File: src/rtl/switch_select_debounce.sv
// Synchronises and debounces two push-buttons, then commits the pair to the demux select lines
// only once it has held steady for a settle window, so no intermediate select code is ever shown.
module switch_select_debounce #(
  parameter int unsigned DEBOUNCE_LIMIT = 250000,
  parameter int unsigned SETTLE_LIMIT   = 25000
) (
  input  logic i_Clk,
  input  logic i_Rst_L,
  input  logic i_Switch_1,
  input  logic i_Switch_2,
  output logic o_Sel0,
  output logic o_Sel1,
  output logic o_Sel_Changed
);

  localparam int unsigned DbW = (DEBOUNCE_LIMIT > 2) ? $clog2(DEBOUNCE_LIMIT) : 1;
  localparam int unsigned StW = (SETTLE_LIMIT > 2) ? $clog2(SETTLE_LIMIT) : 1;
  localparam logic [DbW-1:0] DbLast = DbW'(DEBOUNCE_LIMIT - 1);
  localparam logic [StW-1:0] StLast = StW'(SETTLE_LIMIT - 1);

  typedef enum logic {StIdle, StSettle} state_e;

  logic [1:0]          sw_meta_q, sw_s_q;
  logic [1:0]          deb_q, deb_d;
  logic [1:0][DbW-1:0] deb_cnt_q, deb_cnt_d;

  state_e              state_q, state_d;
  logic [1:0]          pq_q, pq_d;
  logic [StW-1:0]      settle_cnt_q, settle_cnt_d;
  logic [1:0]          sel_q, sel_d;
  logic                chg_q, chg_d;

  // Index 0 is switch 1 (select bit 0), index 1 is switch 2 (select bit 1).
  always_ff @(posedge i_Clk or negedge i_Rst_L) begin
    if (!i_Rst_L) begin
      sw_meta_q <= '0;
      sw_s_q    <= '0;
      deb_q     <= '0;
      deb_cnt_q <= '0;
    end else begin
      sw_meta_q <= {i_Switch_2, i_Switch_1};
      sw_s_q    <= sw_meta_q;
      deb_q     <= deb_d;
      deb_cnt_q <= deb_cnt_d;
    end
  end

  // Any cycle agreeing with the debounced state restarts the count.
  always_comb begin
    deb_d     = deb_q;
    deb_cnt_d = deb_cnt_q;
    for (int i = 0; i < 2; i++) begin
      if (sw_s_q[i] == deb_q[i]) begin
        deb_cnt_d[i] = '0;
      end else if (deb_cnt_q[i] == DbLast) begin
        deb_d[i]     = sw_s_q[i];
        deb_cnt_d[i] = '0;
      end else begin
        deb_cnt_d[i] = deb_cnt_q[i] + DbW'(1);
      end
    end
  end

  always_ff @(posedge i_Clk or negedge i_Rst_L) begin
    if (!i_Rst_L) begin
      state_q      <= StIdle;
      pq_q         <= '0;
      settle_cnt_q <= '0;
      sel_q        <= '0;
      chg_q        <= 1'b0;
    end else begin
      state_q      <= state_d;
      pq_q         <= pq_d;
      settle_cnt_q <= settle_cnt_d;
      sel_q        <= sel_d;
      chg_q        <= chg_d;
    end
  end

  always_comb begin
    state_d      = state_q;
    pq_d         = pq_q;
    settle_cnt_d = settle_cnt_q;
    sel_d        = sel_q;
    chg_d        = 1'b0;
    unique case (state_q)
      StIdle: begin
        if (deb_q != sel_q) begin
          state_d      = StSettle;
          pq_d         = deb_q;
          settle_cnt_d = '0;
        end
      end
      StSettle: begin
        // A moving pair restarts the window before anything else is considered.
        if (deb_q != pq_q) begin
          pq_d         = deb_q;
          settle_cnt_d = '0;
        end else if (deb_q == sel_q) begin
          state_d = StIdle;
        end else if (settle_cnt_q == StLast) begin
          sel_d   = pq_q;
          chg_d   = 1'b1;
          state_d = StIdle;
        end else begin
          settle_cnt_d = settle_cnt_q + StW'(1);
        end
      end
      default: state_d = StIdle;
    endcase
  end

  assign o_Sel0        = sel_q[0];
  assign o_Sel1        = sel_q[1];
  assign o_Sel_Changed = chg_q;

endmodule

File: config.mk
export PLATFORM = sky130hd
export DESIGN_NAME = switch_select_debounce
export DESIGN_NICKNAME = d
export VERILOG_FILES = /design/src/rtl/switch_select_debounce.sv
export SDC_FILE = /design/constraint.sdc
export NUM_CORES = 1
export LEC_CHECK = 0
export CORE_UTILIZATION = 60
export DETAILED_ROUTE_END_ITERATION = 7
export GPL_TIMING_DRIVEN = 0
export MAX_ROUTING_LAYER = met4
export PLACE_DENSITY = 0.77
export SKIP_CTS_REPAIR_TIMING = 1
export SLEW_MARGIN = 30
export SYNTH_ARGS = -nofsm -noshare
export SYNTH_HDL_FRONTEND = slang
export SYNTH_SLANG_ARGS = --single-unit
File: constraint.sdc
create_clock -name i_Clk -period 2.2 [get_ports i_Clk]
set_clock_uncertainty 0.1 [all_clocks]
set_input_delay 0.55 -clock i_Clk [delete_from_list [all_inputs] [get_ports i_Clk]]
set_output_delay 0.55 -clock i_Clk [all_outputs]
set_load 0.05 [all_outputs]
==> results of run 1 <==
[sequential cells by signal, indices dropped and copies added (netlist names)]
name / count
deb_cnt_q: 36
settle_cnt_q: 15
deb_q: 2
pq_q: 2
sel_q: 2
sw_meta_q: 2
sw_s_q: 2
o_Sel_Changed: 1
state_q: 1
[metal layers]
layer	vias up	GRT usage	routed length (um)
met5	-	-	0
met4	0	0.08974	74
met3	8	0.07859	223
met2	44	0.4182	3062
met1	1112	0.3032	2743
li1	1163	-	-
[through the flow]
step                      area, um^2  power (mW)
final                           3597       2.365
after CTS                       3503       2.385
after global placement          3267       1.265
after floorplan                 3123       1.230
after detailed placement        3284       1.271
after global routing            3597       2.447
[final cells by class]
type | count | area share
tap | 67 | 0.02330
clock buffer | 11 | 0.04209
multi-input combinational | 225 | 0.4150
timing repair buffer | 14 | 0.03757
buffer | 7 | 0.009391
inverter | 15 | 0.01565
sequential | 63 | 0.4383
clock inverter | 3 | 0.01878
[cells in the final DEF, fill, tap and decap left out, drive strengths merged, types with 2 or more instances in the layout]
cell type / n
ha: 3
o41ai: 2
nor3: 4
or2: 2
or4: 15
o31ai: 10
buf: 13
or3: 8
inv: 15
nand2: 23
nand4: 8
mux2: 6
bufinv: 2
a21oi: 15
a2111oi: 4
mux2i: 2
dlymetal6s2s: 2
xnor2: 24
nand4b: 2
and2: 2
nor4: 9
clkdlybuf4s50: 3
dfrtp: 63
nor2: 39
xor2: 11
clkbuf: 14
o21ai: 6
nor4b: 3
nand3: 16
[final timing paths]
kind	cells after the start	startpoint	to	slack, ps
setup / recovery	1	o_Sel_Changed$_DFF_PN0_	o_Sel_Changed	100
hold / removal	1	i_Rst_L	deb_cnt_q[12]$_DFF_PN0_	20
setup reg to reg	5	deb_cnt_q[0]$_DFF_PN0_	deb_cnt_q[16]$_DFF_PN0_	120
hold reg to reg	0	sw_meta_q[0]$_DFF_PN0_	sw_s_q[0]$_DFF_PN0_	260
max in group asynchronous	2	i_Rst_L	settle_cnt_q[12]$_DFFE_PN0P_	1470
min in group i_Clk	0	sw_meta_q[0]$_DFF_PN0_	sw_s_q[0]$_DFF_PN0_	260
[power groups by stage]
stage          Sequential (mW)  Clock, mW  Combinational, mW
2_1_floorplan             1.20          0             0.0279
3_3_place_gp              1.20          0             0.0615
3_5_place_dp              1.20          0             0.0673
4_1_cts                   1.18       1.14             0.0676
5_1_grt                   1.18       1.18             0.0829
6_report                  1.18       1.11             0.0707
[cells by family after synthesis]
family / after synthesis / share of synthesized area
buf+inv: 23 / 0.02924
flops: 63 / 0.5048
xor+xnor: 35 / 0.09816
mux: 8 / 0.02804
compound gates: 44 / 0.1010
simple gates: 135 / 0.2268
fa+ha+maj: 3 / 0.01202
==> reports/results.tsv, run 1 <==
metric	value	unit
grt_max_degree	36	
start_util	0.6400	
dieArea	0.005497	mm^2
yosys.cell_count.top_type	dfrtp_1	
num_vias	2327	
finalSetupViolCount	0	
startpoint_type	flip-flop	
drt_iter0_markers	87	
yosys-top-cells-count	63 x dfrtp_1, 39 x nor2_1, 24 x xnor2_1	
cts_sinks	63	
p_int	1.883	mW
syn_avg_cell_area	10.04	um^2
globalplace.congestion	0.8807	
num_antenna_cells	0	
max_stage_delay	800	ps
h-tree-depth	3	
p_leak	1.498	nW
crit_family	buffers and inverters	
ys_ff_latch	63	
setup_tns	0	ps
relSlewSlack	0.4757	
p_clk_frac	0.470	
io_buffers	6	
remaining_drc_errors	0	
synth_cells	311	
synth_ff_type	dfrtp_1	
die_x	74.15	um
area_growth	15.18	%
synth-edff-count	0	
finalMaxSlewViolations	0	
grt.total_usage	0.2574	
clockBufferDepth	2	
grt_setup_unrepaired	no	
drive_gt1_frac	0.1331	
grt_pass1_vias	2295	
hpwl	4.192	mm
ys_top_cells_by_area	dfrtp_1 50%, xnor2_1 6.7%, nor2_1 4.7%, or4_1 3.6%, xor2_1 3.1%	
cap_violations	0	
syn_nets	318	
end_kind	output pin	
slowest_stage	clkdlybuf4s50_1	
nets	342	
postRouteAntennaNets	0	
crit_path_max_fanout	1	
clock_latency	340	ps
clkTransAtPathRegs	70	ps
hold_ws	21.03	ps
combPwrFrac	0.030	
arrival	1450	ps
seq_area_frac_synth	0.5048	
swShare	0.2036	
tightestPinTransition	766.7	ps
placed_cells	385	
required	1550	ps
hold_violations	0	
async_flop_share	1.000	
seqCellArea	0.001577	mm^2
root_buffer	clkbuf_8	
synthesis.area	0.003123	mm^2
fillers	374	
final_cells	405	
wirelength	6.103	mm
p_seq_frac	0.500	
status	complete, no violations	
synth_top_area_share	0.5048	
fp.dieH	74.15	um
core_area	0.004880	mm^2
synth_area_leader_cell	dfrtp_1	
p_per_area	657.5	mW/mm^2
ys_warn_count	0	
drt_pass1_iterations	4	
grt_first_pass_wirelength	10.15	mm
period_needed	2101	ps
min_path_type	input pin to async pin	
setup_slack	99.25	ps
multi_input_comb_area	0.001493	mm^2
vias_per_cell	5.746	
place_ws	-223.5	ps
max-vdd-ir-drop	0.0004835	V
row_count	25	
fmax	0.4760	GHz
switching_power	0.4816	mW
min_period_over_period	0.9549	
critical_path_class	flip-flop to output pin	
cp.buffers_inverters	1	
boundaryPins	7	
antenna_found_initial	0	
synth.distinct_cells	41	
crit_chain	clkdlybuf4s50_1	
wl_per_cell	15.07	um
cts_tree	built	
cts_buffers	9	
overflow	0	
post-route-util	0.7372	
Power figures use the tool's default switching activity.
==> inputs of run 2 (changes only) <==
- SKIP_CTS_REPAIR_TIMING: 1 -> unset
==> reports/results.tsv, run 2 (synthesis gave the netlist of run 1 again) <==
metric	value	unit	change
globalplace.congestion	0.8807		unchanged
seqCellArea	0.001577	mm^2	unchanged
wl_met3	170	um	-24%
clock_latency	340	ps	about the same
wirelength	6.046	mm	-0.93%
crit_path_max_fanout	4		+3
core_area	0.004880	mm^2	unchanged
postRouteAntennaNets	0		unchanged
drive_gt1_frac	0.1335		+0.0003951
end_kind	flip-flop		
grt_setup_unrepaired	no		
dieArea	0.005497	mm^2	unchanged
drt_pass1_iterations	4		unchanged
num_antenna_cells	0		unchanged
overflow	0		unchanged
grt_first_pass_wirelength	10.25	mm	+1.0%
row_count	25		unchanged
status	complete, no violations		
placed_area	0.003284	mm^2	unchanged
antenna_found_initial	0		unchanged
critical_path_class	flip-flop to flip-flop		
placed_cells	385		unchanged
r2r_cells	5		unchanged
largest-register	deb_cnt_q		
wl_met1	2.800	mm	+2.1%
grt_max_degree	36		unchanged
final_cells	404		-0.25%
arrival	2280	ps	+830 ps
cts_sinks	63		unchanged
cap_violations	0		unchanged
startpoint	settle_cnt_q[0]$_DFFE_PN0P_		
period_needed	2116	ps	+15.73 ps
start_util	0.6400		unchanged
required	2360	ps	+810 ps
rr_startpoint	settle_cnt_q[0]$_DFFE_PN0P_		
mostFrequentLayoutCells	63 x dfrtp_1, 39 x nor2_1, 24 x xnor2_1		
multi_input_comb_area	0.001495	mm^2	+0.17%
drt_iter0_markers	107		+23%
cts_buffers	9		unchanged
relSlewSlack	0.4605		-0.01514
p_leak	1.463	nW	-2.3%
nets	341		-0.29%
largest_registers	deb_cnt_q (36), settle_cnt_q (15)		
tightestPinTransition	788.8	ps	+22.13 ps
grt.total_usage	0.2595		+0.002112
cts_tree	built		
fin_area	0.003585	mm^2	-0.35%
vias_per_cell	5.780		+0.59%
p_per_area	658.7	mW/mm^2	+0.19%
fillers	376		+0.53%
finalSetupViolCount	0		unchanged
largest_register_ffs	36		unchanged
num_vias	2335		+0.34%
die_x	74.15	um	unchanged
grt_pass1_vias	2312		+0.74%
remaining_drc_errors	0		unchanged
top_layer	met4		
hpwl	4.192	mm	unchanged
fmax	0.4725	GHz	-0.74%
io_buffers	6		unchanged
startpoint_type	flip-flop		
min_path_type	input pin to async pin		
area_growth	14.78	%	
fp.dieH	74.15	um	unchanged
max-vdd-ir-drop	0.0004798	V	-0.76%
route.met2.wl	3.015	mm	-1.5%
hold_buffers	0		
min_period_over_period	0.9620		+0.007152
wl_per_cell	14.97	um	-0.69%
clockBufferDepth	2		unchanged
finalMaxSlewViolations	0		unchanged
hold_ws	22.36	ps	+1.323 ps
clkTransAtPathRegs	70	ps	about the same
hold_violations	0		unchanged
boundaryPins	7		unchanged
root_buffer	clkbuf_8		
h-tree-depth	3		unchanged
final_common_cell	dfrtp_1		
[run 2: timing repair]
action                     4_1_cts  5_1_grt
resized for setup                5        8
buffers inserted                 0        6
pin swaps                        1        5
setup endpoints to repair       24       31
[run 2: per-layer routing]
| metal | up-vias | GRT usage |
|---|---|---|
| met5 | - | - |
| met4 | 0 | 0.08547 |
| met3 | 7 | 0.07724 |
| met2 | 24 | 0.4242 |
| met1 | 1130 | 0.3068 |
| li1 | 1174 | - |
[run 2: stage by stage]
stage | total power, mW | util | setup TNS (ps) | setup WS [ps]
after CTS | 2.386 | 0.7210 | 0 | 45.38
final | 2.361 | 0.7346 | 0 | 83.52
after detailed placement | 1.271 | 0.6731 | -2481 | -223.5
after global routing | 2.446 | 0.7346 | 0 | 2.288
after floorplan | 1.230 | - | 0 | 152.2
after global placement | 1.265 | 0.6695 | -95330 | -1491
[run 2: worst max-delay path, stage by stage, from the launching register on]
cell and delay (ps):
dfrtp_1 410, ha_2 230, nand4_1 200, or4_4 490
or4_1 470, a21oi_1 140
[run 2: worst paths after layout]
check | end | slack (ps)
setup / recovery | settle_cnt_q[14]$_DFFE_PN0P_ | 80
hold / removal | deb_cnt_q[12]$_DFF_PN0_ | 20
setup reg to reg | settle_cnt_q[14]$_DFFE_PN0P_ | 80
hold reg to reg | sw_s_q[0]$_DFF_PN0_ | 260
max in group asynchronous | settle_cnt_q[9]$_DFFE_PN0P_ | 1470
min in group i_Clk | sw_s_q[0]$_DFF_PN0_ | 260
[run 2: area by class of cell]
type / count / area share
inverter: 15 / 0.01571
buffer: 7 / 0.009424
tap: 67 / 0.02339
sequential: 63 / 0.4398
clock inverter: 3 / 0.01885
timing repair buffer: 13 / 0.03351
clock buffer: 11 / 0.04223
multi-input combinational: 225 / 0.4171
[run 2: power by group]
| group | internal [mW] | switching (mW) | total, mW |
|---|---|---|---|
| Combinational | 0.0255 | 0.0452 | 0.0707 |
| Sequential | 1.17 | 0.0108 | 1.18 |
| Clock | 0.687 | 0.422 | 1.11 |
| Total | 1.88 | 0.478 | 2.36 |
